$ cat src/rtl/vxm_result_led_sequencer_if.sv
// Result-in / LED-out bundle between the VXM result source and the LED sequencer.
interface vxm_result_led_sequencer_if #(
    parameter int DATA_W = 32,
    parameter int DEPTH  = 8
);
    logic                     res_valid;
    logic [DATA_W-1:0]        res_data;
    logic [7:0]               leds;
    logic                     busy;
    logic [$clog2(DEPTH):0]   fifo_level;
    logic [7:0]               drop_cnt;

    modport master (
        output res_valid, res_data,
        input  leds, busy, fifo_level, drop_cnt
    );
    modport slave (
        input  res_valid, res_data,
        output leds, busy, fifo_level, drop_cnt
    );
endinterface

$ cat src/rtl/vxm_result_led_sequencer.sv
// Buffers VXM results in a small FIFO and shows each on LD7..LD0 for a dwell time, then a blank gap.
// Optional: define LED_HEARTBEAT_EN to blink leds[0] every DWELL_CYCLES while idle and empty.
module vxm_result_led_sequencer #(
    parameter int DATA_W       = 32,
    parameter int DEPTH        = 8,
    parameter int DWELL_CYCLES = 100000000,
    parameter int GAP_CYCLES   = 10000000
) (
    input  logic                          clk,
    input  logic                          rst,
    vxm_result_led_sequencer_if.slave     bus
);
    localparam int AW      = $clog2(DEPTH);
    localparam int LW      = AW + 1;
    localparam int CNT_MAX = (DWELL_CYCLES > GAP_CYCLES) ? DWELL_CYCLES : GAP_CYCLES;
    localparam int CW      = ($clog2(CNT_MAX) > 0) ? $clog2(CNT_MAX) : 1;
    localparam logic [CW-1:0] DWELL_LOAD = CW'(DWELL_CYCLES - 1);
    localparam logic [CW-1:0] GAP_LOAD   = CW'((GAP_CYCLES > 0) ? GAP_CYCLES - 1 : 0);

    typedef enum logic [1:0] {
        ST_IDLE = 2'd0,
        ST_SHOW = 2'd1,
        ST_GAP  = 2'd2
    } state_t;

    // Only the LED image of each word is kept, so the FIFO is 8 bits wide.
    logic [7:0]    r_mem [DEPTH];
    logic [AW-1:0] r_wr_ptr;
    logic [AW-1:0] r_rd_ptr;
    logic [LW-1:0] r_level;
    logic [7:0]    r_drop;
    state_t        r_state;
    logic [CW-1:0] r_cnt;
    logic [7:0]    r_leds;

    logic       w_empty;
    logic       w_full;
    logic       w_cnt_zero;
    logic       w_pop;
    logic       w_push;
    logic       w_drop;
    logic [7:0] w_in_leds;
    logic [7:0] w_head;
    logic       w_unused_data;

    assign w_in_leds     = {bus.res_data[31], bus.res_data[6:0]};
    assign w_unused_data = ^bus.res_data[30:7];
    assign w_head        = r_mem[r_rd_ptr];
    assign w_empty       = (r_level == '0);
    assign w_full        = (r_level == LW'(DEPTH));
    assign w_cnt_zero    = (r_cnt == '0);

    always_comb begin
        w_pop = 1'b0;
        case (r_state)
            ST_IDLE: w_pop = !w_empty;
            ST_SHOW: w_pop = w_cnt_zero && (GAP_CYCLES == 0) && !w_empty;
            ST_GAP:  w_pop = w_cnt_zero && !w_empty;
            default: w_pop = 1'b0;
        endcase
    end

    // A full FIFO still accepts a word when the head leaves on the same edge.
    assign w_push = bus.res_valid && (!w_full || w_pop);
    assign w_drop = bus.res_valid && w_full && !w_pop;

    always_ff @(posedge clk) begin
        if (w_push) r_mem[r_wr_ptr] <= w_in_leds;
    end

    always_ff @(posedge clk or posedge rst) begin
        if (rst) begin
            r_wr_ptr <= '0;
            r_rd_ptr <= '0;
            r_level  <= '0;
            r_drop   <= '0;
        end else begin
            if (w_push) r_wr_ptr <= r_wr_ptr + AW'(1);
            if (w_pop)  r_rd_ptr <= r_rd_ptr + AW'(1);
            case ({w_push, w_pop})
                2'b10:   r_level <= r_level + LW'(1);
                2'b01:   r_level <= r_level - LW'(1);
                default: r_level <= r_level;
            endcase
            if (w_drop && (r_drop != 8'hFF)) r_drop <= r_drop + 8'd1;
        end
    end

    always_ff @(posedge clk or posedge rst) begin
        if (rst) begin
            r_state <= ST_IDLE;
            r_cnt   <= DWELL_LOAD;
            r_leds  <= '0;
        end else begin
            case (r_state)
                ST_IDLE: begin
                    if (w_pop) begin
                        r_leds  <= w_head;
                        r_cnt   <= DWELL_LOAD;
                        r_state <= ST_SHOW;
                    end
`ifdef LED_HEARTBEAT_EN
                    else if (w_cnt_zero) begin
                        r_leds <= {7'd0, ~r_leds[0]};
                        r_cnt  <= DWELL_LOAD;
                    end else begin
                        r_cnt <= r_cnt - CW'(1);
                    end
`endif
                end
                ST_SHOW: begin
                    if (!w_cnt_zero) begin
                        r_cnt <= r_cnt - CW'(1);
                    end else if (GAP_CYCLES > 0) begin
                        r_leds  <= '0;
                        r_cnt   <= GAP_LOAD;
                        r_state <= ST_GAP;
                    end else if (w_pop) begin
                        r_leds <= w_head;
                        r_cnt  <= DWELL_LOAD;
                    end else begin
                        // No gap configured: the last word stays lit while idle.
                        r_cnt   <= DWELL_LOAD;
                        r_state <= ST_IDLE;
`ifdef LED_HEARTBEAT_EN
                        r_leds  <= '0;
`endif
                    end
                end
                ST_GAP: begin
                    if (!w_cnt_zero) begin
                        r_cnt <= r_cnt - CW'(1);
                    end else if (w_pop) begin
                        r_leds  <= w_head;
                        r_cnt   <= DWELL_LOAD;
                        r_state <= ST_SHOW;
                    end else begin
                        r_leds  <= '0;
                        r_cnt   <= DWELL_LOAD;
                        r_state <= ST_IDLE;
                    end
                end
                default: begin
                    r_leds  <= '0;
                    r_cnt   <= DWELL_LOAD;
                    r_state <= ST_IDLE;
                end
            endcase
        end
    end

    assign bus.leds       = r_leds;
    assign bus.fifo_level = r_level;
    assign bus.drop_cnt   = r_drop;
    assign bus.busy       = (r_state != ST_IDLE) | (r_level != '0);
endmodule

$ cat src/flat_wrapper.sv
// flat-port wrapper written by rule: the top's interface ports become plain ports
module vxm_result_led_sequencer_flat 
#(
    parameter int DATA_W       = 32,
    parameter int DEPTH        = 8,
    parameter int DWELL_CYCLES = 100000000,
    parameter int GAP_CYCLES   = 10000000
)
  (clk, rst, bus_res_valid, bus_res_data, bus_leds, bus_busy, bus_fifo_level, bus_drop_cnt);
  vxm_result_led_sequencer_if #(.DATA_W(DATA_W), .DEPTH(DEPTH)) bus_i ();
  input  logic clk;
  input  logic rst;
  input wire logic [$bits(bus_i.res_valid)-1:0] bus_res_valid;
  input wire logic [$bits(bus_i.res_data)-1:0] bus_res_data;
  output wire logic [$bits(bus_i.leds)-1:0] bus_leds;
  output wire logic [$bits(bus_i.busy)-1:0] bus_busy;
  output wire logic [$bits(bus_i.fifo_level)-1:0] bus_fifo_level;
  output wire logic [$bits(bus_i.drop_cnt)-1:0] bus_drop_cnt;
  assign bus_i.res_valid = bus_res_valid;
  assign bus_i.res_data = bus_res_data;
  assign bus_leds = bus_i.leds;
  assign bus_busy = bus_i.busy;
  assign bus_fifo_level = bus_i.fifo_level;
  assign bus_drop_cnt = bus_i.drop_cnt;
  vxm_result_led_sequencer #(.DATA_W(DATA_W), .DEPTH(DEPTH), .DWELL_CYCLES(DWELL_CYCLES), .GAP_CYCLES(GAP_CYCLES)) u_core (.clk(clk), .rst(rst), .bus(bus_i));
endmodule
$ cat config.mk
export PLATFORM = sky130hd
export DESIGN_NAME = vxm_result_led_sequencer_flat
export DESIGN_NICKNAME = d
export VERILOG_FILES = /design/src/rtl/vxm_result_led_sequencer_if.sv /design/src/rtl/vxm_result_led_sequencer.sv /design/src/flat_wrapper.sv
export SDC_FILE = /design/constraint.sdc
export NUM_CORES = 1
export LEC_CHECK = 0
export ABC_CLOCK_PERIOD_IN_PS = 3300
export CAP_MARGIN = 5
export CORE_UTILIZATION = 30
export CTS_BUF_LIST = sky130_fd_sc_hd__clkbuf_2
export DETAILED_ROUTE_END_ITERATION = 6
export DONT_BUFFER_PORTS = 1
export PLACE_DENSITY_LB_ADDON = 0.12
export SLEW_MARGIN = 30
export SYNTH_ARGS = -nofsm -noshare
export SYNTH_HDL_FRONTEND = slang
export SYNTH_SLANG_ARGS = --single-unit
$ cat constraint.sdc
create_clock -name clk -period 3.3 [get_ports clk]
set_clock_uncertainty 0.15 [all_clocks]
set_input_delay 0.33 -clock clk [delete_from_list [all_inputs] [get_ports clk]]
set_output_delay 0.33 -clock clk [all_outputs]
set_load 0.02 [all_outputs]
==> results.md <==
* Final WL at 13.1 mm
* Yosys cell types at 69
* Clk Latency, worst-skew pair at 0.67 ns
* Maximum capacitance violations at 0
* Row count at 49
* Via-to-Cell Ratio at 5.18
* Leakage at 2.33 nW
* Area Overhead vs Synth at 12.3%
* CP bufs+invs at 2
* Share of layout cells above drive strength 1 at 26.7%
* Post-synthesis sequential area ratio at roughly 59%
* Most common cell after layout, fill and taps aside: edfxtp_1
* Placer Congestion at 0.766
* # clock sinks at approximately 120
* Seq cells post-synth at 119
* Synth warn at 0
* Mean Syn Cell Area at 13.3 µm²
* Final period util at 89.6%
* Final Hold Viols at 0
* DRC at 0
* Leading post-synthesis cells by cell area: edfxtp_1 34%, dfrtp_1 16%, dfstp_2 8.8%
* Num CTS Buffers at 17
* CP Launch Type: register
* Number of synthesized flops with an enable pin at 64
* H-tree depth at 4
* DP Worst Slack at 0.377 ns
* First-pass GRT wire length at 20.7 mm
* Critical-path top delay cell: dfstp_2
* Worst EP required at between 3 and 4 ns
* Final setup viols at 0
* Critical Path, Cell by Cell: inv_1, ha_1, nor3b_1, and4_1, a41o_2, o21ai_0, nor4b_2, buf_4
* Crit Path Max Fanout at 8
* Vias in the first global route at approximately 3500
* Die Wd at 139 µm
* R2r startpoint: u_core.r_cnt[0]
* DR pass1 iterations at 4
* Prevailing post-synth register cell: edfxtp_1
* Pin count of the biggest net entering global routing at 25
* Hpwl dp at between 8 and 9 mm
* Gr usage total at approximately 14%
* Critical Path Start: u_core.r_cnt[0]
* IO Port Bufs at 0
* Worst-Margin Slew at about 0.8 ns
* Max stage delay on crit path at between 0.4 and 0.5 ns
* Initial antenna violation count at 1
* Setup slack after layout at around 0.34 ns
* Min Tclk post-route at 2.96 ns
* CTS max path bufs at 2
* Root Driver: clkbuf_2
* Syn Nets at 470
* ANT nets after route at 0
* Via Count at 3652
* Count of pins over their slew limit at 0
* Max Clk Rate at ~340 MHz
* Io pins at 56
* Final #Nets at 506
* Unrepaired setup endpoints after global routing: false
* Post-Synthesis Cells at around 430
* Yosys top cell area share at 34.0%
* Die area at 19400 µm²
* Die Height at ~140 µm
* DR WL/cell at between 15 and 20 µm
* Critical path's top delay family: simple AND/OR/NAND/NOR gates
* Crit Path Class: reg2reg
* Post-synthesis cell area at 5660 µm²
* Peak supply drop at 241 µV
* Setup_tns at 0 ns
* GRT overflow at 0
* PD cells at 892 nW/µm²
* CTS clock-pin slew for the worst setup and hold paths at 0.21 ns
* Initial DRC Count at 216
* Worst Setup End Kind: register
* CTS tree: yes
* Commonest non-fill, non-tap cells in the layout: 64 x edfxtp_1, 36 x dfrtp_1, 28 x nor2_1, 28 x nand2_1, 27 x a21oi_1
* Outcome: finished clean
* Ys async rst share at around 46%
* Slew headroom at 46.4%
* CP arrival at 3.20 ns
* Starting Density at 31.1%
* Post-synth top area cell: edfxtp_1
* Hold Path Class: in2async
* Core ar. at 18200 µm²
per-stage QoR:
step                utilization, %  std cells  hold slack (ns)  power (mW)  area [µm²]
floorplan                        -        426            0.279        4.17        5660
global placement              33.1        661            0.279        4.82        6020
detailed placement            33.1        661            0.171        4.86        6020
CTS                           34.9        704           0.0959        5.76        6350
global route                  34.9        705            0.113        6.08        6350
finish                        34.9        705            0.172        5.66        6350
logic make-up (layout without fill, tap and decap cells):
logic type / Yosys count / after routing / share of synthesized area (%)
xor+xnor: 15 / 15 / 2.32
mux: 28 / 28 / 8.63
buf+inv: 31 / 80 / 2.92
simple gates: 121 / 121 / 12.3
other cells: 0 / 1 / 0
fa+ha+maj: 9 / 9 / 1.99
flops: 119 / 119 / 58.7
compound gates: 103 / 103 / 13.1
flip-flops by register name, indices dropped and copies added, names as in the netlist:
name / cells
u_core.r_state: 2
u_core.r_cnt: 27
u_core.bus.fifo_level: 4
u_core.r_wr_ptr: 3
u_core.bus.drop_cnt: 8
u_core.r_rd_ptr: 3
u_core.bus.leds: 8
u_core.r_mem: 64
final cells by class:
| class | count | area [µm²] |
|---|---|---|
| clock buffers | 18 | 90.1 |
| well taps | 229 | 287 |
| flip-flops and latches | 119 | 3320 |
| repair buffers | 35 | 300 |
| fillers | 1757 | 11900 |
| diodes | 1 | 2.50 |
| inverters | 13 | 51.3 |
| clock inverters | 14 | 116 |
| multi-input cells | 276 | 2180 |
cell usage after synthesis (2+ instances only):
library cell	count
clkbuf_8	2
xnor2_1	12
dfstp_2	19
o22a_1	5
nor4_2	3
o211ai_1	2
xor2_1	3
dfrtp_1	36
nor4_1	4
clkbuf_1	9
nor2_1	28
nand3_1	6
buf_1	2
or4_1	4
nand2_1	28
and3_1	4
a21o_2	2
buf_2	2
and2_2	2
a31oi_1	3
nor3b_1	3
o31ai_1	3
mux2i_1	9
mux4_2	16
nor4b_1	2
nand4_1	7
o21a_1	2
mux2_2	2
o2bb2ai_1	11
a22o_1	3
a21oi_1	27
ha_1	9
edfxtp_1	64
o21ai_0	26
or3_1	2
buf_6	2
nand2b_1	3
nor3_1	14
inv_1	13
o21ai_2	3
report_power, final:
part	internal (mW)	total, mW	switching [mW]
clock network	0.220	0.850	0.630
registers	2.03	2.53	0.498
logic	1.02	2.29	1.27
total	3.27	5.66	2.40
path summary, 6_finish.rpt:
kind	end	slack, ns	depth (start not counted)
worst min register to register	u_core.r_cnt[1]	0.37	2
worst min-delay path	u_core.r_cnt[18]	0.17	2
max in group asynchronous	u_core.bus.drop_cnt[1]	2.60	3
worst max-delay path	u_core.r_mem[4][4]	0.34	8
min in group clk	u_core.r_mem[1][5]	0.32	1
worst max register to register	u_core.r_mem[4][4]	0.34	8
layer usage:
| layer | GRT usage [%] | part of all wire (%) | vias to the layer above |
|---|---|---|---|
| met4 | 5.61 | 1.6 | 0 |
| met3 | 3.65 | 3.9 | 17 |
| met1 | 18.3 | 46 | 1839 |
| met5 | 0 | 0 | - |
| met2 | 23.3 | 49 | 70 |
| li1 | - | - | 1726 |
what timing repair did:
item,CTS,global route
buffers inserted,0,0
resized for setup,0,0
endpoints found under the hold margin,134,0
hold buffers,11,0
setup endpoints to repair,0,0
No activity file was read; power rests on OpenSTA's default activity.
